File: config.mk
export PLATFORM = sky130hd
export DESIGN_NAME = modn_down_counter
export DESIGN_NICKNAME = d
export VERILOG_FILES = /design/src/rtl/modn_cnt_pkg.sv /design/src/rtl/modn_dec_cell.sv /design/src/rtl/modn_down_counter.sv
export SDC_FILE = /design/constraint.sdc
export NUM_CORES = 1
export LEC_CHECK = 0
export CAP_MARGIN = 5
export CORE_AREA = 2 2 39 41
export DETAILED_ROUTE_END_ITERATION = 16
export DIE_AREA = 0 0 41 43
export PLACE_DENSITY = 0.75
export SLEW_MARGIN = 10
export SYNTH_ARGS = -nofsm -noshare
export SYNTH_HDL_FRONTEND = slang
export SYNTH_HIERARCHICAL = 1
export SYNTH_SLANG_ARGS = --single-unit
File: constraint.sdc
create_clock -name clk -period 5.14 [get_ports clk]
set_input_delay 0.771 -clock clk [delete_from_list [all_inputs] [get_ports clk]]
set_output_delay 0.771 -clock clk [all_outputs]
set_load 0.05 [all_outputs]
File: src/rtl/modn_cnt_pkg.sv
// Shared definitions for the modulo-N counter family.
//   cnt_state_e : controller states (IDLE, RUN, DONE)
//   WRAP_CNT_W  : width of the optional saturating wrap counter
//   clamp_load  : limits a requested start value to modulus-1
package modn_cnt_pkg;

  typedef enum logic [1:0] {
    ST_IDLE,
    ST_RUN,
    ST_DONE
  } cnt_state_e;

  localparam int unsigned WRAP_CNT_W = 8;

  function automatic int unsigned clamp_load(input int unsigned val,
                                             input int unsigned modulus);
    return (val >= modulus) ? modulus - 1 : val;
  endfunction

endpackage

File: src/rtl/modn_dec_cell.sv
// Combinational next-value logic for one modulo-N down-count step.
// Ports:
//   q        in  current count
//   en       in  step request
//   mode     in  1 = one-shot (stop at 0), 0 = free-run (wrap to MODULUS-1)
//   q_next   out value after this step (q when en=0)
//   wrap_hit out borrow event: 0->MODULUS-1 (free-run) or 1->0 (one-shot)
//   term_hit out one-shot step attempted while already at 0
module modn_dec_cell #(
  parameter int unsigned WIDTH   = 3,
  parameter int unsigned MODULUS = 3
) (
  input  logic [WIDTH-1:0] q,
  input  logic             en,
  input  logic             mode,
  output logic [WIDTH-1:0] q_next,
  output logic             wrap_hit,
  output logic             term_hit
);

  localparam logic [WIDTH-1:0] TOP = WIDTH'(MODULUS - 1);

  always_comb begin
    q_next   = q;
    wrap_hit = 1'b0;
    term_hit = 1'b0;
    if (en) begin
      if (q != '0) begin
        q_next   = q - WIDTH'(1);
        wrap_hit = mode && (q == WIDTH'(1));
      end else if (mode) begin
        term_hit = 1'b1;
      end else begin
        // explicit wrap to the top of the range, never to 2**WIDTH-1
        q_next   = TOP;
        wrap_hit = 1'b1;
      end
    end
  end

endmodule

File: src/rtl/modn_down_counter.sv
// Synchronous modulo-N down counter with load, one-shot/free-run mode,
// abort and a registered borrow pulse for cascading or timeout use.
// Optional feature macro: MODN_DOWN_WRAP_CNT_EN adds an 8-bit saturating
// count of borrow pulses (wrap_cnt), cleared by reset and accepted load.
// Ports:
//   clk      in  rising-edge clock
//   reset    in  asynchronous active-low reset
//   load     in  start request, accepted when load_rdy=1
//   load_val in  start value, clamped to MODULUS-1
//   oneshot  in  mode captured with an accepted load
//   en       in  count enable in RUN
//   abort    in  return to IDLE from RUN/DONE, count preserved
//   load_rdy out high in IDLE and DONE
//   q        out registered count
//   borrow   out one-cycle registered wrap/terminal pulse
//   busy     out high in RUN
//   done     out high in DONE
//   wrap_cnt out (optional) saturating borrow count
module modn_down_counter
  import modn_cnt_pkg::*;
#(
  parameter int unsigned WIDTH   = 3,
  parameter int unsigned MODULUS = 3
) (
  input  logic                  clk,
  input  logic                  reset,
  input  logic                  load,
  input  logic [WIDTH-1:0]      load_val,
  input  logic                  oneshot,
  input  logic                  en,
  input  logic                  abort,
  output logic                  load_rdy,
  output logic [WIDTH-1:0]      q,
  output logic                  borrow,
  output logic                  busy,
  output logic                  done
`ifdef MODN_DOWN_WRAP_CNT_EN
  ,
  output logic [WRAP_CNT_W-1:0] wrap_cnt
`endif
);

  cnt_state_e       state, state_nxt;
  logic [WIDTH-1:0] q_nxt, cell_q;
  logic             mode, mode_nxt;
  logic             borrow_nxt;
  logic             wrap_hit, term_hit;

  modn_dec_cell #(
    .WIDTH  (WIDTH),
    .MODULUS(MODULUS)
  ) u_dec (
    .q       (q),
    .en      (en),
    .mode    (mode),
    .q_next  (cell_q),
    .wrap_hit(wrap_hit),
    .term_hit(term_hit)
  );

  always_ff @(posedge clk or negedge reset) begin
    if (!reset) begin
      state  <= ST_IDLE;
      q      <= '0;
      mode   <= 1'b0;
      borrow <= 1'b0;
    end else begin
      state  <= state_nxt;
      q      <= q_nxt;
      mode   <= mode_nxt;
      borrow <= borrow_nxt;
    end
  end

  always_comb begin
    state_nxt  = state;
    q_nxt      = q;
    mode_nxt   = mode;
    borrow_nxt = 1'b0;
    unique case (state)
      ST_IDLE, ST_DONE: begin
        // load outranks abort outside RUN
        if (load) begin
          q_nxt     = WIDTH'(clamp_load(32'(load_val), MODULUS));
          mode_nxt  = oneshot;
          state_nxt = ST_RUN;
        end else if (abort && (state == ST_DONE)) begin
          state_nxt = ST_IDLE;
        end
      end
      ST_RUN: begin
        if (abort) begin
          state_nxt = ST_IDLE;
        end else if (en) begin
          q_nxt      = cell_q;
          borrow_nxt = wrap_hit;
          if (term_hit) state_nxt = ST_DONE;
        end
      end
      default: state_nxt = ST_IDLE;
    endcase
  end

  assign load_rdy = (state == ST_IDLE) || (state == ST_DONE);
  assign busy     = (state == ST_RUN);
  assign done     = (state == ST_DONE);

`ifdef MODN_DOWN_WRAP_CNT_EN
  logic load_acc;
  assign load_acc = load_rdy & load;

  // advances on the same edge that raises borrow
  always_ff @(posedge clk or negedge reset) begin
    if (!reset)
      wrap_cnt <= '0;
    else if (load_acc)
      wrap_cnt <= '0;
    else if (borrow_nxt && (wrap_cnt != '1))
      wrap_cnt <= wrap_cnt + WRAP_CNT_W'(1);
  end
`endif

endmodule

Yosys cells after proc, flatten, opt, wreduce, memory -nomap -nowiden
Cells that the tools add are included.
{ "classes": {"add_sub_neg": 1, "n_lt_le_gt_ge": 1, "n_eq_ne": 10, "n_mux": 21, "n_reduce_logical": 10} }
{ "ops": {"columns": ["operator", "count"], "rows": [
  ["3-bit 2-to-1 mux", 6],
  ["2-bit 2-to-1 mux", 5],
  ["1-bit 2-to-1 mux", 8],
  ["2-bit != test, second input constant", 3],
  ["3-bit by 2-bit != test with 1-bit output, second input constant", 2],
  ["3-bit != test, second input constant", 2],
  ["3-bit case mux with 2 select lines", 1],
  ["5-bit AND reduction", 1],
  ["2-bit case mux with 2 select lines", 1],
  ["3-bit by 1-bit equality test with 1-bit output, second input constant", 1],
  ["3-bit by 2-bit greater-or-equal comparator with 1-bit output, second input constant", 1],
  ["3-bit AND reduction", 1],
  ["3-bit nonzero test", 1],
  ["3-bit by 1-bit subtractor with 3-bit output, second input constant", 1],
  ["2-bit by 1-bit equality test with 1-bit output, second input constant", 1],
  ["2-bit equality test, second input constant", 1],
  ["1-bit logical AND", 2],
  ["2-bit logical NOT", 1],
  ["2-bit AND reduction", 1],
  ["2-bit nonzero test", 1],
  ["2-bit OR reduction", 1],
  ["1-bit logical OR", 1]
]} }
{ "word_totals": {"reg_bits": 7, "in_bits": 9, "out_inout_bits": 7, "elab_cells": 47} }

Longest topological paths before layout
{ "logic_depth": {"word_depth": 7, "ltp_mapped": 8, "mapped_depth_nobuf": 8} }

Modules after synthesis
The synthesis kept the hierarchy.
{ "modules_own_cells": {"columns": ["module", "n_inst", "cells_each", "area_each_um2", "seq_area_each_um2"], "rows": [
  ["modn_down_counter", 1, 31, 376.6, 175.2],
  ["modn_dec_cell", 1, 18, 137.6, 0.0]
]} }

Worst setup path before layout
Ideal clock, no wire load.
{ "synth_timing": {"path_type": "reg2reg", "start": "register q[0]", "end": "register q[0]", "setup_time_ns": 0.125, "arrival_time_ns": 2.002, "required_ns": 5.015, "slack_ns": 3.013, "stages_incl_launch_ff": 8, "path_buffers": 0, "synth_period_minus_slack_ns": 2.127, "cell_sequence": "dfrtp_1 inv_1 ha_1 nor2b_2 a21boi_1 o22ai_1 mux2_4 mux2_2"} }
{ "synth_between": {"elab_chain_cells": 5, "elab_cells_between_ends": 8, "cone_classes": "1 x add/sub; 1 x eq/ne; 4 x mux; 2 x reduce/logical"} }
{ "synth_lines": {"columns": ["item", "line", "rtl"], "rows": [
  ["start, declared", "modn_down_counter.sv:33", "output logic [WIDTH-1:0] q,"],
  ["start signal, assigned", "modn_down_counter.sv:69", "q <= q_nxt;"],
  ["3-bit by 1-bit subtractor with 3-bit output / 3-bit nonzero test (equally long branches)", "modn_dec_cell.sv:29, modn_dec_cell.sv:28", null],
  ["3-bit 2-to-1 mux *", "modn_dec_cell.sv:28", "if (q != '0) begin"],
  ["named net cell_q[0]", "modn_down_counter.sv:44", "logic [WIDTH-1:0] q_nxt, cell_q;"],
  ["3-bit 2-to-1 mux *", "modn_down_counter.sv:94", "end else if (en) begin"],
  ["3-bit 2-to-1 mux *", "modn_down_counter.sv:92", "if (abort) begin"],
  ["3-bit case mux with 2 select lines *", "modn_down_counter.sv:80", "unique case (state)"]
]} }
Mark *: on every way through the listed nets, which the timed path passes. The rest lies on a longest branch. The select of a mux whose other input is x is not followed.
A chain may end at the register's enable or synchronous reset.

Final worst setup path
{ "layout_timing": {"start": "register state[0]", "end": "output busy"} }
{ "layout_between": {"elab_chain_cells": 1} }
{ "layout_lines": {"columns": ["item", "line", "rtl"], "rows": [
  ["start, declared", "modn_down_counter.sv:43", "cnt_state_e state, state_nxt;"],
  ["start signal, assigned", "modn_down_counter.sv:68", "state <= state_nxt;"],
  ["2-bit by 1-bit equality test with 1-bit output", "modn_down_counter.sv:105", "assign busy = (state == ST_RUN);"],
  ["end, declared", "modn_down_counter.sv:35", "output logic busy,"]
]} }
Every way passes these cells.

==> metrics.md <==
| Metric | Value |
|---|---|
| Outcome | `finished clean` |
| Peak supply drop | `0.281 mV` |
| Max incr delay on CP | `0.85 ns` |
| CP arrival | `1.79 ns` |
| CP delay by family, top | `buffers and inverters` |
| PD cells | `448 nW/um^2` |
| Final hold vios | `0` |
| Place WS | `2.69 ns` |
| YS warnings | `6` |
| MaxCap Viol Count | `0` |
| RSZ-0062 raised after global routing | `no` |
| CTS root buf | `clkbuf_4` |
| Distinct cells, synth | `24` |
| Largest net degree at the start of global routing | `11` |
| Iteration-0 DRC Markers | `14` |
| Grt ovf | `0` |
| Skew final | `0.00237 ns` |
| Top-Level Pins | `16` |
| Tcrit/Tclk final | `49.8%` |
| Post-synth EDFFs | `0` |
| Internal | `176 uW` |
| Routability congestion estimate | `0.817` |
| Hold WC Path Type | `flop to flop` |
| Highest Clock Rate | `391 MHz` |
| NetSw | `137 uW` |
| Seq/Total Area, Yosys | `34.1%` |
| Asr flop ratio synth | `100%` |
| Sequential power share | `27.3%` |
| Die H | `43 microns` |
| Final setup margin | `2.58 ns` |
| Worst Setup Path Type | `flop to output port` |
| Router iterations before antenna repair | `4` |
| ANT cells | `0` |
| CTS tree | `done` |
| Avg WL per Cell | `12.1 microns` |
| Post-Syn Area | `514 sq um` |
| CP max-delay cell | `clkdlybuf4s50_1` |
| Yosys reg bits | `7` |
| Initial Util | `37.2%` |
| Post-cts resize count | `0` |
| Area contributors post-synth | `dfrtp_1 (34%), mux2_2 (8.8%), ha_1 (7.3%), inv_1 (5.1%), nand2_1 (4.4%)` |
| Top cell type's share of synthesized area | `34.1%` |
| Worst Max-Slew Pin Slew | `0.498 ns` |
| Combinational share of power | `56.4%` |
| Final setup fails | `0` |
| Crit path buffers/inverters | `1` |
| Crit path required time | `4.37 ns` |
| Period minus WS final | `2.56 ns` |
| Vias per cell | `5.11` |
| Clock power frac | `16.2%` |
| Hpwl dp | `781 microns` |
| Routed Antenna Nets | `0` |
| First-pass GRT wire length | `1570 microns` |
| Mapped Nets | `61` |
| CTS buffer count | `3` |
| Total power | `313 uW` |
| Total vias in the final route | `424` |
| Most common library cells after synthesis | `dfrtp_1 (7), inv_1 (7), nand2_1 (6)` |
| Syn avg cell area | `10.5 sq um` |
| Cell row count | `14` |
| Setup TNS | `0 ns` |
| Clock latency on the worst-skew pair | `0.25 ns` |
| Die W | `41 microns` |
| Worst-path clk slew | `0.05 ns` |
| Max-slew headroom | `66.7%` |
| IO buf count | `15` |
| Layout cells sized above 1 | `23.9%` |
| Post-Synthesis Cells | `49` |
| Cell accounting for the most synthesized area | `dfrtp_1` |
| Overall routing resource usage | `13.6%` |
| Vias in the first global route | `385` |
| Setup bufs post-CTS | `0` |
| Final #Nets | `80` |
| WHS | `0.576 ns` |
| CP Launch Type | `flop` |
| Total of hold buffers inserted after clock tree synthesis | `0` |
| Crit. End Element | `output port` |
| Final Max Tran Viols | `0` |
| Main synth FF type | `dfrtp_1` |
| Switching share of power | `43.8%` |
| Die Area | `1760 sq um` |
| Layout area overhead | `36.0%` |
| Clock sink count | `7` |
| Clock Tree Buf Depth | `2` |
| Initial antenna violation count | `0` |
| DRT Wirelength | `1000 microns` |
| Max FO, Critical Path | `8` |
| Cells along the critical path | `nor2b_4 > clkdlybuf4s50_1` |
| LEAKAGE | `0.000326 uW` |
| DR DRC count | `0` |
| CTS H-tree depth | `1` |
| Core footprint | `1380 sq um` |
[metal layers]
layer / GRT usage (%) / vias to the layer above / part of all wire, %
met1: 16.0 / 200 / 42
met3: 7.85 / 2 / 6.8
li1: - / 203 / -
met5: 0 / - / 0
met4: 4.00 / 0 / 0.60
met2: 20.3 / 19 / 51
[power by group through the flow]
stage                     combinational (uW)  sequential [uW]  clock, uW
after floorplan                         99.9              116          0
after detailed placement                 177             86.6          0
after global routing                     189             88.3       56.4
after global placement                   174             86.7          0
after CTS                                178             85.7       52.3
final                                    177             85.7       50.9
[state kept, by name, indices dropped and copies added, names as in the netlist]
signal,cells
mode,1
q,3
state,2
borrow,1
[stage by stage]
| step | cell area [sq um] | instances | utilization [%] |
|---|---|---|---|
| final | 699 | 83 | 50.5 |
| after global placement | 673 | 79 | 48.6 |
| after floorplan | 514 | 49 | - |
| after CTS | 699 | 83 | 50.5 |
| after detailed placement | 673 | 79 | 48.6 |
| after global routing | 699 | 83 | 50.5 |
[final timing paths]
check	startpoint	end	slack, ns	cells after the start
setup / recovery	state[0]	busy	2.58	2
hold / removal	q[1]	q[1]	0.58	1
setup reg to reg	q[0]	q[0]	3.22	7
hold reg to reg	q[1]	q[1]	0.58	1
max in group asynchronous	reset	state[0]	4.11	1
min in group asynchronous	reset	q[0]	0.78	1
[cell type report]
cell class | instances | area, sq um
Fill cell | 129 | 684
Multi-Input combinational cell | 34 | 302
Sequential cell | 7 | 175
Timing Repair Buffer | 15 | 150
Clock buffer | 4 | 26.3
Inverter | 7 | 26.3
Tap cell | 16 | 20.0
[cell usage in the layout, fill, tap and decap left out, drive strengths merged]
cell / Yosys / routed
and4: 1 / 1
a31o: 1 / 1
ha: 3 / 3
nand2: 6 / 6
mux2i: 2 / 2
inv: 7 / 7
mux2: 5 / 5
clkbuf: 0 / 4
o22ai: 1 / 1
nor3b: 2 / 2
nor3: 1 / 1
clkdlybuf4s50: 0 / 15
a31oi: 1 / 1
dfrtp: 7 / 7
nor2: 2 / 2
nor2b: 2 / 2
a32oi: 1 / 1
and4b: 1 / 1
a21o: 1 / 1
o22a: 1 / 1
a21boi: 1 / 1
and2b: 2 / 2
[kinds of logic after synthesis]
| group | count (synthesis) | share of synthesized area (%) |
|---|---|---|
| mux | 7 | 15.6 |
| fa+ha+maj | 3 | 7.30 |
| compound gates | 7 | 13.4 |
| simple gates | 17 | 22.4 |
| flops | 7 | 34.1 |
| buf+inv | 8 | 7.30 |
(Power assumes the default switching activity.)
